File: config.mk
export PLATFORM = sky130hd
export DESIGN_NAME = ps2_rx_frame
export DESIGN_NICKNAME = d
export VERILOG_FILES = /design/src/rtl/ps2_rx_frame.sv
export SDC_FILE = /design/constraint.sdc
export NUM_CORES = 1
export LEC_CHECK = 0
export BUFFER_PORTS_ARGS = -buffer_cell sky130_fd_sc_hd__buf_2
export CORE_MARGIN = 1.5
export CORE_UTILIZATION = 56
export CTS_BUF_LIST = sky130_fd_sc_hd__clkbuf_4
export CTS_CLUSTER_DIAMETER = 100
export DETAILED_ROUTE_END_ITERATION = 8
export GPL_TIMING_DRIVEN = 0
export PLACE_DENSITY = 0.8
export SETUP_SLACK_MARGIN = 0.05
export SLEW_MARGIN = 20
export SYNTH_ARGS = -nofsm -noshare
export SYNTH_HDL_FRONTEND = slang
export SYNTH_SLANG_ARGS = --single-unit
File: constraint.sdc
create_clock -name clk25 -period 1.8 [get_ports clk25]
set_clock_uncertainty 0.1 [all_clocks]
set_input_delay 0 -clock clk25 [delete_from_list [all_inputs] [get_ports clk25]]
set_output_delay 0 -clock clk25 [all_outputs]
set_load 0.1 [all_outputs]
File: src/rtl/ps2_rx_frame.sv
// PS/2 device-to-host receive front-end: synchronise, glitch-filter, deserialise
// the 11-bit frame and report good bytes or frame/parity errors as strobes.
`timescale 1ns/1ps
module ps2_rx_frame #(
  parameter int unsigned FILTER_LEN = 8,
  parameter int unsigned TIMEOUT    = 50000
) (
  input  logic       clk25,
  input  logic       rst_n,
  input  logic       key_clk,
  input  logic       key_din,
  output logic [7:0] code,
  output logic       code_valid,
  output logic       parity_err,
  output logic       frame_err,
  output logic       busy
);

  localparam int unsigned FW = 8;
  localparam int unsigned TW = 16;
  localparam int unsigned BW = 3;

  typedef enum logic [1:0] {S_IDLE, S_DATA, S_PARITY, S_STOP} state_t;

  logic [1:0]    clk_sync;
  logic [1:0]    din_sync;
  logic          clk_s;
  logic          bit_in;
  logic          filt;
  logic          filt_prev;
  logic [FW-1:0] fcnt;
  logic          fe;
  state_t        state;
  logic [BW-1:0] bitcnt;
  logic [7:0]    shreg;
  logic          par;
  logic [TW-1:0] tcnt;

  assign clk_s  = clk_sync[1];
  assign bit_in = din_sync[1];
  assign fe     = filt_prev & ~filt;
  assign busy   = (state != S_IDLE);

  // Two-flop synchronisers; the idle bus level is high
  always_ff @(posedge clk25 or negedge rst_n) begin
    if (!rst_n) begin
      clk_sync <= 2'b11;
      din_sync <= 2'b11;
    end else begin
      clk_sync <= {clk_sync[0], key_clk};
      din_sync <= {din_sync[0], key_din};
    end
  end

  // Filtered clock flips only after FILTER_LEN consecutive differing samples
  always_ff @(posedge clk25 or negedge rst_n) begin
    if (!rst_n) begin
      filt      <= 1'b1;
      filt_prev <= 1'b1;
      fcnt      <= '0;
    end else begin
      filt_prev <= filt;
      if (clk_s != filt) begin
        if (fcnt == FW'(FILTER_LEN - 1)) begin
          filt <= clk_s;
          fcnt <= '0;
        end else begin
          fcnt <= fcnt + FW'(1);
        end
      end else begin
        fcnt <= '0;
      end
    end
  end

  // Frame FSM; steps on filtered falling edges, timeout abandons a stalled frame
  always_ff @(posedge clk25 or negedge rst_n) begin
    if (!rst_n) begin
      state      <= S_IDLE;
      bitcnt     <= '0;
      shreg      <= '0;
      par        <= 1'b0;
      tcnt       <= '0;
      code       <= '0;
      code_valid <= 1'b0;
      parity_err <= 1'b0;
      frame_err  <= 1'b0;
    end else begin
      code_valid <= 1'b0;
      parity_err <= 1'b0;
      frame_err  <= 1'b0;
      if (fe) begin
        tcnt <= '0;
        case (state)
          S_IDLE: begin
            if (!bit_in) begin
              state  <= S_DATA;
              bitcnt <= '0;
            end
          end
          S_DATA: begin
            shreg  <= {bit_in, shreg[7:1]};
            bitcnt <= bitcnt + BW'(1);
            if (bitcnt == BW'(7)) state <= S_PARITY;
          end
          S_PARITY: begin
            par   <= bit_in;
            state <= S_STOP;
          end
          S_STOP: begin
            state  <= S_IDLE;
            bitcnt <= '0;
            if (!bit_in) begin
              frame_err <= 1'b1;
            end else if (^{shreg, par}) begin
              code       <= shreg;
              code_valid <= 1'b1;
            end else begin
              parity_err <= 1'b1;
            end
          end
          default: state <= S_IDLE;
        endcase
      end else if (state == S_IDLE) begin
        tcnt <= '0;
      end else if (tcnt == TW'(TIMEOUT - 2)) begin
        // Counter reaches TIMEOUT-1 on this edge: abandon the frame
        state     <= S_IDLE;
        bitcnt    <= '0;
        tcnt      <= '0;
        frame_err <= 1'b1;
      end else begin
        tcnt <= tcnt + TW'(1);
      end
    end
  end

endmodule

### Yosys cells after proc, flatten, opt, wreduce, memory -nomap -nowiden

Index checks and enable logic that the tools add are counted.

* flip-flop bits (word level): 55
* input port bits: 4
* output and inout port bits: 12
* logic and storage cells: 69

* add/sub/neg operators: 3
* eq/ne operators: 11
* multiplexer cells: 29
* bitwise operators: 2
* reductions and logical operators: 10

Operator list (count)
* 16-bit two-way mux: 3
* 16-bit by 1-bit adder with 16-bit output, second input constant: 1
* 16-bit == test, second input constant: 1
* 8-bit two-way mux: 2
* 1-bit two-way mux: 13
* 3-bit two-way mux: 4
* 4-bit AND reduction: 3
* 2-bit two-way mux: 5
* 3-bit case mux with 3 select lines: 1
* 9-bit XOR reduction: 1
* 8-bit by 1-bit adder with 8-bit output, second input constant: 1
* 8-bit by 3-bit == test with 1-bit output, second input constant: 1
* 2-bit case mux with 4 select lines: 1
* 2-bit AND reduction: 3
* 2-bit == test, second input constant: 2
* 2-bit inequality test, second input constant: 2
* 4-bit by 1-bit inequality test with 1-bit output, second input constant: 1
* 2-bit nonzero test: 2
* 3-bit by 1-bit adder with 3-bit output, second input constant: 1
* 3-bit == test, second input constant: 1
* 3-bit inequality test, second input constant: 1
* 2-bit by 1-bit == test with 1-bit output, second input constant: 1
* 2-bit logical NOT: 1
* 1-bit bitwise AND: 1
* 2 further kinds: 2

### Longest topological paths before layout

* depth after elaboration: 5
* depth in mapped cells: 7
* gate-level depth less buffers: 7

### Least setup slack after synthesis

OpenSTA, ideal clock, no wires.

* path type: register to register
* from: reg state[0]
* to: reg tcnt[10]
* setup time: 73 ps
* arrival time: 2002 ps
* data required time: 1627 ps
* slack: -375 ps
* cell stages (with the launch flop): 7
* path buffers: 1
* clock period less this slack: 2175 ps
* cells stage by stage: dfrtp_1 > inv_1 > ha_1 > inv_1 > nand3_1 > clkbuf_1 > nor2_1

* longest elaborated chain between the ends: 3

Ends and longest elaborated chain
* from (decl): line 33 `state_t state;`
* from (signal assigned): line 79 `state <= S_IDLE;`
* from (signal assigned): line 97 `state <= S_DATA;`
* from (signal assigned): line 104 `if (bitcnt == BW'(7)) state <= S_PARITY;`
* 2-bit logical NOT: line 124 `end else if (state == S_IDLE) begin`
* 16-bit two-way mux: line 124
* 16-bit two-way mux: line 92 `if (fe) begin`
* to (signal assigned): line 133 `tcnt <= tcnt + TW'(1);`
* to (decl): line 37 `logic [TW-1:0] tcnt;`

Every way passes these cells.
A chain may end at the register's enable or synchronous reset.

### Worst setup path in the final report

* from: reg shreg[0]
* to: reg code[4]

* longest elaborated chain between the ends: 2

Ends and longest elaborated chain
* from (decl): line 35 `logic [7:0] shreg;`
* from (signal assigned): line 102 `shreg <= {bit_in, shreg[7:1]};`
* 9-bit XOR reduction: line 115 `end else if (^{shreg, par}) begin`
* 4-bit AND reduction (no source line)
* to (signal assigned): line 116 `code <= shreg;`
* to (decl): line 12 `output logic [7:0] code,`

Every way passes these cells.

==> results.cfg <==
[outcome]
status = finished with violations
failed_checks = negative setup slack

[routing]
wirelength_mm = 4.72
drc_errors = 0
wire_per_inst_um = 15.6
dr.pass1.iters = 4
vias = 1672
final_antenna_net_count = 0
viasPerCell = 5.54
drtIter0Drc = 87

[critical_path]
path_buf_inv = 1
crit_top_cell = xnor2_2
critPathSlowestCell = dfrtp_1
path_max_fanout = 8
reg2reg_depth = 6
crit_chain = xnor2_2 -> xnor2_2 -> xnor2_2 -> mux2i_4 -> buf_12 -> mux2_4
critPathLaunchType = flop
cp.arrival_ns = 2.19
slowest_delay_ns = 0.46
r2r_slack_ns = -0.21
crit_family = XOR/XNOR gates
crit_type = flop to flop
reg2reg_from = shreg[0]
endpoint_kind = flop
cp.required_ns = 1.98
reg2reg_to = code[4]

[logic_synthesis]
yosys-top-cells-area = dfrtp_1 49%, mux2_2 8.2%, dfstp_2 6.4%, xnor2_1 5.3%, xor2_1 4.6%
synth.net_count = 222
syn_area_per_cell_um2 = 11.9
synth_cells = 209
syn_area_um2 = 2480
ys_warn_count = 0
yosysTopAreaCellShare_pct = 49.5
yosys.area.top_type = dfrtp_1
synthDistinctLibCells = 33
synthFlopType = dfrtp_1
ys_seq_elements = 55
synth_edf_count = 0
async_flop_share_pct = 100
ys_seq_area_share_pct = 55.8

[final_layout]
area_growth_pct = 24.1
final_area_um2 = 3080
finalNonFillerCells = 302
final.fill_count = 279
drive_gt1_share_pct = 40.8
finalNetCount = 262
num_antenna_cells = 0

[placed_design]
place_hpwl_mm = 2.59
gp_congestion = 0.767
placedInstanceArea_um2 = 2690
dp_cells = 276
numPortBuffers = 15

[clocking]
clock-sinks = 55
cts_max_level = 2
path_clk_slew_ns = 0.15
clk_path_buf_depth = 2
clock-root-buffer = clkbuf_4
cts_buffers = 5
cts_tree = built
clkLatencyLatePin_ns = 0.38

[floorplanning]
coreArea_um2 = 4290
io_pins = 16
rows = 24
die_h_um = 69.5
die_w_um = 69.5
start_util_pct = 57.7
die-area_um2 = 4830

[timing]
finalCriticalPeriod_ns = 2.01
finalHoldViolCount = 0
max_freq_ghz = 0.498
worst_slack_ns = -0.209
max_slew_margin_pct = 54.7
maxSlewViolCount = 0
tightest_slew_ns = 0.679
setup_viol = 22
rsz0062_at_grt = yes
fin_crit_sh_pct = 112

[grt]
antenna_found_initial = 0
grt_max_degree = 56
gr-total-overflow = 0
track_usage_pct = 18.9
grt_pass1_vias = 1601
grt_pass1_wl_mm = 7.27

[power_and_ir_drop]
power.static_leakage_nw = 1.44
cellPowerDensity_nw_per_um2 = 1070
peakVddDrop_v = 0.000939
p_total_mw = 3.30

[hold_path]
worstHoldPathType = input pin to asynchronous set/reset pin

[flow_run]
maxCapViolCount = 0
[state kept, by name, indices dropped and copies added, names as in the netlist]
name and flops:
state 2, parity_err 1, din_sync 2, shreg 8, fcnt 8, tcnt 16, frame_err 1, par 1
filt_prev 1, code 8, clk_sync 2, bitcnt 3, filt 1, code_valid 1
[cell type report]
class                      instances  area (µm²)  share of cell area [%]
buffer                             2        22.5                   0.732
clock buffer                       7        52.6                    1.71
clock inverter                     1        5.00                   0.163
inverter                           7        30.0                   0.976
multi-input combinational        145        1250                    40.7
sequential                        55        1390                    45.0
tap                               52        65.1                    2.11
timing repair buffer              33         265                    8.62
[cells by family (layout without fill, tap and decap cells)]
kind of cell	count (synthesis)	count (layout)	share of synthesized area, %
AOI/OAI and AO/OA	10	10	2.88
xor gates and xnor gates	29	29	10.6
adders and majority gates	9	9	4.54
buffers and inverters	9	50	1.41
DFF	55	55	55.8
muxes	19	19	9.09
and+or+nand+nor	78	78	15.7
[synthesized netlist by cell type, drive strengths merged, types with 4 or more instances]
master   n
mux2    18
nor2    27
dfrtp   49
nor4     4
and3     6
dfstp    6
xnor2   16
nand3   15
ha       9
inv      7
xor2    13
nand2   10
[cells in the final DEF, fill, tap and decap left out, types with 4 or more instances in the layout]
cell type  count
dfrtp_1       48
buf_4         14
xnor2_1       12
clkbuf_4       8
mux2_4         8
nand2_1        7
nor2_1        15
dfstp_2        6
xnor2_2        4
nor2_2         9
mux2_2        10
inv_1          4
nand3_1       12
xor2_1        12
buf_2         13
ha_1           6
and3_1         6
[through the flow]
step                      worst slack (ns)  setup TNS [ns]  util, %  hold WS [ns]
after global placement              -0.299           -2.09     62.6       0.00502
after CTS                           -0.182           -1.24     66.3        0.0964
after floorplan                     -0.163           -1.17        -        -0.396
after global routing                -0.281           -4.33     71.6         0.129
final                               -0.209           -2.06     71.6        0.0711
after detailed placement            -0.318           -2.23     62.7       -0.0242
[how the worst max path moves through the flow]
stage	cells past startpoint	end	from
after floorplan	5	code[0]	shreg[1]
after global placement	5	code[3]	shreg[1]
after detailed placement	6	code[2]	filt_prev
after CTS	6	code[2]	shreg[3]
after global routing	6	code[3]	shreg[0]
final	6	code[4]	shreg[0]
[layer usage]
metal / part of all wire [%] / up-vias / wire length [µm] / GRT usage, %
li1: - / 793 / - / -
met3: 3.0 / 7 / 142 / 4.80
met1: 43 / 843 / 2050 / 24.9
met4: 1.5 / 0 / 72 / 6.97
met5: 0 / - / 0 / 0
met2: 52 / 29 / 2450 / 30.4
[power breakdown]
| group | total [mW] | internal (mW) | leakage, nW | switching (mW) |
|---|---|---|---|---|
| clock | 0.556 | 0.183 | 0.0361 | 0.372 |
| combinational | 1.26 | 0.593 | 0.670 | 0.664 |
| sequential | 1.49 | 1.37 | 0.738 | 0.121 |
[timing repair]
action | in CTS | in global routing
setup endpoints to repair | 13 | 32
setup buffers | 7 | 7
resized for setup | 2 | 37
pin swaps | 4 | 16
hold endpoints to repair | 57 | 0
hold buffers | 3 | 0
cloned | 0 | 1
(Power assumes the default switching activity.)
